**src/rtl/flappy_pkg.sv**
```systemverilog
// Shared constants, state encoding and LFSR step function for the flappy game blocks.
package flappy_pkg;

  localparam int COORD_W  = 10;
  localparam int SCREEN_W = 640;
  localparam int SCREEN_H = 480;

  typedef enum logic [1:0] {
    ST_INIT = 2'd0,
    ST_RUN  = 2'd1,
    ST_HALT = 2'd2
  } state_e;

  // 16-bit Fibonacci step, taps 16,14,13,11 (bit indices 15,13,12,10).
  function automatic logic [15:0] lfsr16_next(input logic [15:0] s);
    return {s[14:0], s[15] ^ s[13] ^ s[12] ^ s[10]};
  endfunction

endpackage

```
**src/rtl/obstacle_gen_lfsr16.sv**
```systemverilog
// Free-running 16-bit Fibonacci LFSR; exposes its low OUT_W bits.
module lfsr16
  import flappy_pkg::*;
#(
  parameter logic [15:0] SEED  = 16'hACE1,
  parameter int          OUT_W = 16
) (
  input  logic             Clk,
  input  logic             reset,
  output logic [OUT_W-1:0] lfsr_o
);

  logic [15:0] lfsr_q;
  logic [15:0] lfsr_d;

  assign lfsr_d = lfsr16_next(lfsr_q);

  always_ff @(posedge Clk) begin
    if (reset) begin
      lfsr_q <= SEED;
    end else begin
      lfsr_q <= lfsr_d;
    end
  end

  assign lfsr_o = lfsr_q[OUT_W-1:0];

endmodule

```
**src/rtl/obstacle_gen.sv**
```systemverilog
// Scrolling pipe obstacle generator with score counter and INIT/RUN/HALT control.
// Optional speed-up on every eighth passed obstacle: define OBSTACLE_SPEEDUP_EN.
module obstacle_gen
  import flappy_pkg::*;
#(
  parameter int          X_START   = SCREEN_W,
  parameter int          Y_MIN     = 120,
  parameter int          Y_INIT    = 240,
  parameter int          STEP_DIV  = 250000,
  parameter int          SPEED     = 2,
  parameter int          SPEED_MAX = 6,
  parameter logic [15:0] LFSR_SEED = 16'hACE1
) (
  input  logic               Clk,
  input  logic               reset,
  input  logic               Start,
  input  logic               Ack,
  input  logic               Lose,
  output logic [COORD_W-1:0] X_Edge,
  output logic [COORD_W-1:0] Y_Edge,
  output logic [7:0]         Score,
  output logic               Pass,
  output logic               Q_Init,
  output logic               Q_Run,
  output logic               Q_Halt
);

  localparam int CNT_W = (STEP_DIV > 1) ? $clog2(STEP_DIV) : 1;
  localparam logic [CNT_W-1:0]   CNT_LAST  = CNT_W'(STEP_DIV - 1);
  localparam logic [COORD_W-1:0] X_START_C = COORD_W'(X_START);
  localparam logic [COORD_W-1:0] Y_MIN_C   = COORD_W'(Y_MIN);
  localparam logic [COORD_W-1:0] Y_INIT_C  = COORD_W'(Y_INIT);
  // Base speed is never allowed above the ceiling.
  localparam logic [COORD_W-1:0] SPEED_C   = COORD_W'((SPEED > SPEED_MAX) ? SPEED_MAX : SPEED);

  state_e             state_q;
  logic               q_init_q, q_run_q, q_halt_q;
  logic [CNT_W-1:0]   cnt_q;
  logic [COORD_W-1:0] x_q, y_q;
  logic [7:0]         score_q;
  logic               pass_q;

  logic [6:0]         lfsr_low;
  logic [COORD_W-1:0] speed;
  logic               tick_d;
  logic [COORD_W-1:0] x_dec_d;
  logic [COORD_W-1:0] y_spawn_d;
  logic [7:0]         score_d;

  lfsr16 #(
    .SEED  (LFSR_SEED),
    .OUT_W (7)
  ) u_lfsr (
    .Clk    (Clk),
    .reset  (reset),
    .lfsr_o (lfsr_low)
  );

`ifdef OBSTACLE_SPEEDUP_EN
  localparam logic [COORD_W-1:0] SPEED_MAX_C = COORD_W'(SPEED_MAX);
  logic [COORD_W-1:0] speed_q;

  always_ff @(posedge Clk) begin
    if (reset) begin
      speed_q <= SPEED_C;
    end else if (state_q == ST_INIT && Start) begin
      speed_q <= SPEED_C;
    end else if (state_q == ST_RUN && !Lose && tick_d && !(x_q > speed_q)
                 && score_d[2:0] == 3'd0 && speed_q < SPEED_MAX_C) begin
      speed_q <= speed_q + COORD_W'(1);
    end
  end

  assign speed = speed_q;
`else
  assign speed = SPEED_C;
`endif

  assign tick_d    = (cnt_q == CNT_LAST);
  assign x_dec_d   = x_q - speed;
  assign y_spawn_d = Y_MIN_C + {{(COORD_W-7){1'b0}}, lfsr_low};
  assign score_d   = (score_q == 8'hFF) ? 8'hFF : score_q + 8'd1;

  always_ff @(posedge Clk) begin
    pass_q <= 1'b0;
    if (reset) begin
      state_q  <= ST_INIT;
      q_init_q <= 1'b1;
      q_run_q  <= 1'b0;
      q_halt_q <= 1'b0;
      cnt_q    <= '0;
      x_q      <= X_START_C;
      y_q      <= Y_INIT_C;
      score_q  <= 8'd0;
    end else begin
      case (state_q)
        ST_INIT: begin
          x_q <= X_START_C;
          y_q <= Y_INIT_C;
          if (Start) begin
            state_q  <= ST_RUN;
            q_init_q <= 1'b0;
            q_run_q  <= 1'b1;
            score_q  <= 8'd0;
            cnt_q    <= '0;
          end
        end
        ST_RUN: begin
          // A collision freezes the pipe even if a scroll step lands on the same edge.
          if (Lose) begin
            state_q  <= ST_HALT;
            q_run_q  <= 1'b0;
            q_halt_q <= 1'b1;
          end else if (tick_d) begin
            cnt_q <= '0;
            if (x_q > speed) begin
              x_q <= x_dec_d;
            end else begin
              x_q     <= X_START_C;
              y_q     <= y_spawn_d;
              score_q <= score_d;
              pass_q  <= 1'b1;
            end
          end else begin
            cnt_q <= cnt_q + CNT_W'(1);
          end
        end
        ST_HALT: begin
          if (Ack) begin
            state_q  <= ST_INIT;
            q_halt_q <= 1'b0;
            q_init_q <= 1'b1;
            x_q      <= X_START_C;
            y_q      <= Y_INIT_C;
          end
        end
        default: begin
          state_q  <= ST_INIT;
          q_init_q <= 1'b1;
          q_run_q  <= 1'b0;
          q_halt_q <= 1'b0;
        end
      endcase
    end
  end

  assign X_Edge = x_q;
  assign Y_Edge = y_q;
  assign Score  = score_q;
  assign Pass   = pass_q;
  assign Q_Init = q_init_q;
  assign Q_Run  = q_run_q;
  assign Q_Halt = q_halt_q;

endmodule

```
**config.mk**
```make
export PLATFORM = sky130hd
export DESIGN_NAME = obstacle_gen
export DESIGN_NICKNAME = d
export VERILOG_FILES = /design/src/rtl/flappy_pkg.sv /design/src/rtl/obstacle_gen_lfsr16.sv /design/src/rtl/obstacle_gen.sv
export SDC_FILE = /design/constraint.sdc
export NUM_CORES = 1
export LEC_CHECK = 0
export CAP_MARGIN = 40
export CORE_MARGIN = 2
export CORE_UTILIZATION = 55
export DETAILED_ROUTE_END_ITERATION = 10
export PLACE_DENSITY = 0.79
export SETUP_SLACK_MARGIN = 0.15
export SYNTH_ARGS = -nofsm -noshare
export SYNTH_HDL_FRONTEND = slang
export SYNTH_HIERARCHICAL = 1
export SYNTH_SLANG_ARGS = --single-unit
```
**constraint.sdc**
```tcl
create_clock -name Clk -period 3.6 [get_ports Clk]
set_input_delay 0.54 -clock Clk [delete_from_list [all_inputs] [get_ports Clk]]
set_output_delay 0.54 -clock Clk [all_outputs]
set_load 0.03 [all_outputs]
```
# After elaboration in Yosys (flattened, before gate mapping)
# Cells that the tools add are included.
dict set report word_totals {
  out_inout_bits 32
  elab_cells 78
  input_bits 5
  reg_bits 68
}
dict set report op_classes {
  mux 34
  bitwise 7
  n_eq_ne 10
  magnitude_cmp 1
  reduce_logical 12
  addsub 4
}
# cell count
set op_table {}
lappend op_table {{$mux 10} 8}
lappend op_table {{$pmux 10 s3} 2}
lappend op_table {{$mux 18} 3}
lappend op_table {{$mux 8} 5}
lappend op_table {{$pmux 18 s2} 1}
lappend op_table {{$add 18x1->18 const B} 1}
lappend op_table {{$eq 18x18->1 const B} 1}
lappend op_table {{$pmux 8 s2} 1}
lappend op_table {{$reduce_and 3->1} 5}
lappend op_table {{$ne 2x2->1 const B} 6}
lappend op_table {{$gt 10x2->1 const B} 1}
lappend op_table {{$reduce_and 5->1} 2}
lappend op_table {{$sub 10x2->10 const B} 1}
lappend op_table {{$pmux 1 s3} 3}
lappend op_table {{$add 7x7->8 const A} 1}
lappend op_table {{$add 8x1->8 const B} 1}
lappend op_table {{$eq 8x8->1 const B} 1}
lappend op_table {{$mux 1} 7}
lappend op_table {{$mux 2} 3}
lappend op_table {{$pmux 2 s3} 1}
lappend op_table {{$not 1->1} 4}
lappend op_table {{$reduce_and 4->1} 1}
lappend op_table {{$reduce_or 4->1} 1}
lappend op_table {{$reduce_bool 3->1} 1}
lappend op_table {{5 further kinds} 7}

# Logic depth before layout (Yosys ltp)
dict set report logic_depth {
  depth_word 6
  depth_mapped 8
  depth_no_buf 6
}

# Modules after synthesis
# The synthesis kept the hierarchy.
# module instances area_per_inst_um2 cells_per_inst seq_area_each_um2
set modules_own_cells {}
lappend modules_own_cells {obstacle_gen 1 2399.8 281 980.9}
lappend modules_own_cells {lfsr16 1 506.7 43 320.3}

# Worst setup path after synthesis
# OpenSTA, ideal clock, no wires.
dict set report synth_path {
  path_type {register -> register}
  startpoint {register x_q[3] (netlist: X_Edge[3])}
  endpoint {register y_q[4] (netlist: Y_Edge[4])}
  path_buffers 0
  synth_period_minus_slack_ns 2.105
  setup_slack_ns 1.495
  path_stages_with_launch 6
  setup_time_ns 0.133
  arrival_ns 1.972
  required_time_ns 3.467
  cell_sequence {dfxtp_1 > or4_4 > or3_4 > nor3_2 > nor4b_4 > a2bb2oi_1}
}
dict set report synth_between {
  elab_chain_cells 3
}
# element line_no
set synth_rtl {}
lappend synth_rtl {{from (decl)} obstacle_gen.sv:39} ;# logic [COORD_W-1:0] x_q, y_q;
lappend synth_rtl {{from (signal assigned)} obstacle_gen.sv:92} ;# x_q <= X_START_C;
lappend synth_rtl {{from (signal assigned)} obstacle_gen.sv:98} ;# x_q <= X_START_C;
lappend synth_rtl {{from (signal assigned)} obstacle_gen.sv:117} ;# x_q <= x_dec_d;
lappend synth_rtl {{$gt 10x2->1} obstacle_gen.sv:116} ;# if (x_q > speed) begin
lappend synth_rtl {{$ne 2x2->1 (no line)} -}
lappend synth_rtl {{$reduce_and 5->1 (no line)} -}
lappend synth_rtl {{to (signal assigned)} obstacle_gen.sv:120} ;# y_q <= y_spawn_d;
lappend synth_rtl {{to (decl)} obstacle_gen.sv:39}
# Every way passes these cells.
# A chain may end at the register's enable or synchronous reset.

# Final worst setup path
dict set report layout_path {
  startpoint {input Lose}
  endpoint {register cnt_q[11]}
}
dict set report layout_between {
  elab_chain_cells 2
}
# element line_no
set layout_rtl {}
lappend layout_rtl {{from (decl)} obstacle_gen.sv:18} ;# input logic Lose,
lappend layout_rtl {{$ne 2x2->1 (no line)} -}
lappend layout_rtl {{$reduce_and 3->1 (no line)} -}
lappend layout_rtl {{to (signal assigned)} obstacle_gen.sv:125} ;# cnt_q <= cnt_q + CNT_W'(1);
lappend layout_rtl {{to (decl)} obstacle_gen.sv:38} ;# logic [CNT_W-1:0] cnt_q;
# Every way passes these cells.

==> flow_summary_export.csv <==
group,metric,value,unit
timing,rsz0062_at_grt,"no",
timing,slew_violations,0,
cells_and_area,nFillCells,424,
floorplanning,core,0.00511,mm2
clock_network,hold_buffers,0,
grt,grt_max_degree,25,
timing,clock_skew,0.00855,ns
route,drt_iter0_markers,143,
critical_path,r2r_slack,1.23,ns
route,post-route-drc-count,0,
route,wl,6.46,mm
power,p_clk_frac,0.439,
critical_path,worst_ep_required_time,3.86,ns
floorplanning,die_y,76.7,um
timing,tns,0,ns
grt,grt_pass1_wl,11.0,mm
power,p_int,1.30,mW
yosys,ys.flop_type,"dfxtp_1",
cells_and_area,finish.instance_area,0.00350,mm2
route,ant_nets,0,
yosys,avgSynthCellArea,8.97,um2
grt,overflow,0,
floorplanning,rows,26,
floorplanning,io_pins,37,
route,viasPerCell,5.72,
yosys,seq_area_frac_synth,0.448,
timing,fin_hold_ws,0.411,ns
placement,port-buffer-count,33,
placement,gp_congestion,0.826,
floorplanning,die_w,76.7,um
clock_network,worstSkewPairLatency,0.33,ns
yosys,synth_seq_cells,65,
min_path,holdCritPathClass,"flip-flop to flip-flop",
yosys,syn_inst,324,
timing,final-hold-violation-count,0,
clock_network,root_buffer,"clkbuf_8",
power,p_seq_frac,0.444,
power,leakage,1.23,nW
yosys,synth_edf_count,0,
yosys,synth_area,0.00291,mm2
timing,period_needed,2.40,ns
clock_network,clkSlewWorstSetupHoldPaths,0.08,ns
floorplanning,start_util,0.569,
power,p_sw_frac,0.254,
critical_path,path_class,"input port to flip-flop",
cells_and_area,drive_gt1_frac,0.105,
yosys,synth_warnings,6,
timing,relSlewSlack,0.480,
power,peakVddDrop,0.000387,V
power,powerDensity,497,mW/mm2
power,pwr-share-comb,0.116,
cells_and_area,syn_to_final_growth,20.3,%
critical_path,critPathArrivalTime,2.65,ns
route,avgRoutedWirePerCell,15.0,um
clock_network,cts_buffers,9,
status,status,"finished, final reports clean",
clock_network,ctsResizeCount,0,
critical_path,cp-end-kind,"flip-flop",
timing,setup_slack,1.20,ns
route,firstDrtPassIters,5,
placement,pre_cts_ws,0.903,ns
grt,grt_usage,0.231,
grt,grt_pass1_vias,2310,
placement,placed_area,0.00325,mm2
yosys,synthArstFlopShare,0,
cells_and_area,antenna_cells,0,
power,p_sw,441,uW
grt,antenna_found_initial,0,
clock_network,cts_setup_buffers,0,
timing,max_freq,417,MHz
floorplanning,die_area,0.00588,mm2
placement,place_hpwl,4.35,mm
critical_path,critPathMaxFanout,17,
route,routed-via-count,2466,
flow_run,maxCapViolCount,0,
critical_path,start_kind,"input port",
clock_network,cts_buffer_depth,2,
timing,setup_viol,0,
timing,tightest_slew,0.781,ns
timing,min_period_over_period,0.666,
yosys,synth.distinct_cells,54,
clock_network,cts_sinks,65,
clock_network,htree_levels,3,
clock_network,cts_tree,"built",
cells_and_area,fin_nets,365,
path summary, 6_finish.rpt:
path                     start                 to  depth (start not counted)
max reg2reg           cnt_q[0]          X_Edge[7]                          6
max                       Lose          cnt_q[11]                          6
min reg2reg  u_lfsr/lfsr_q[14]  u_lfsr/lfsr_q[15]                          1
min          u_lfsr/lfsr_q[14]  u_lfsr/lfsr_q[15]                          1
power by group through the flow:
stage	sequential [mW]	clock, mW	combinational (mW)
3_3_place_gp	0.788	0	0.195
5_1_grt	0.776	0.800	0.220
6_report	0.772	0.764	0.202
2_1_floorplan	0.805	0	0.128
3_5_place_dp	0.788	0	0.200
4_1_cts	0.772	0.777	0.202
critical path, cell delays in order:
cell and delay (ns):
clkdlybuf4s50_1 0.60, nor2b_1 0.15, o21a_1 0.28, a31oi_1 0.38, nand2_1 0.43, a31oi_1 0.26
logic make-up after synthesis:
group,synth area share
compound gates,0.173
xor+xnor,0.0573
fa+ha+maj,0.0172
buf+inv,0.0534
flops,0.448
other cells,0.00129
simple gates,0.250
state kept, by name, summed over array words and instances, names as in the netlist:
name / cells
Q_Init: 1
Q_Run: 1
cnt_q: 18
Score: 8
Pass: 1
Q_Halt: 1
state_q: 2
Y_Edge: 8
X_Edge: 9
u_lfsr/lfsr_q: 16
area by class of cell:
| class | count | area, um2 | share of cell area |
|---|---|---|---|
| sequential | 65 | 1300 | 0.372 |
| clock inverter | 7 | 125 | 0.0358 |
| clock buffer | 9 | 124 | 0.0354 |
| timing repair buffer | 36 | 353 | 0.101 |
| tap | 70 | 87.6 | 0.0250 |
| inverter | 13 | 48.8 | 0.0140 |
| multi-input combinational | 231 | 1460 | 0.417 |
per-layer routing:
| layer | vias up | GRT usage | wire, um |
|---|---|---|---|
| met4 | 0 | 0.104 | 57 |
| met1 | 1190 | 0.300 | 2890 |
| met2 | 65 | 0.373 | 3150 |
| met3 | 5 | 0.0447 | 365 |
| li1 | 1206 | - | - |
| met5 | - | 0 | 0 |
cell usage in the layout (no fill, tap or decap), types with 10 or more instances in the layout:
cell type,count
nor2b_1,14
nand2_1,25
nor3_1,10
inv_1,13
xnor2_1,14
o21ai_0,15
clkdlybuf4s50_1,33
dfxtp_1,65
nor2_1,26
a21oi_1,18
synth_stat cells (6+ instances only):
library cell | instances | share of area
a21oi_1 | 18 | 0.031
a31oi_1 | 6 | 0.013
buf_4 | 11 | 0.028
dfxtp_1 | 65 | 0.45
inv_1 | 13 | 0.017
nand2_1 | 25 | 0.032
nand3_1 | 9 | 0.015
nor2_1 | 26 | 0.034
nor2b_1 | 14 | 0.030
nor3_1 | 10 | 0.017
o21ai_0 | 15 | 0.026
or2_1 | 7 | 0.015
xnor2_1 | 14 | 0.042
through the flow:
| step | util | cells | total power, mW |
|---|---|---|---|
| finish | 0.685 | 431 | 1.74 |
| global route | 0.685 | 431 | 1.80 |
| CTS | 0.685 | 431 | 1.75 |
| detailed placement | 0.636 | 415 | 0.988 |
| global placement | 0.636 | 415 | 0.983 |
| floorplan | - | 326 | 0.933 |
(Power assumes the default switching activity.)
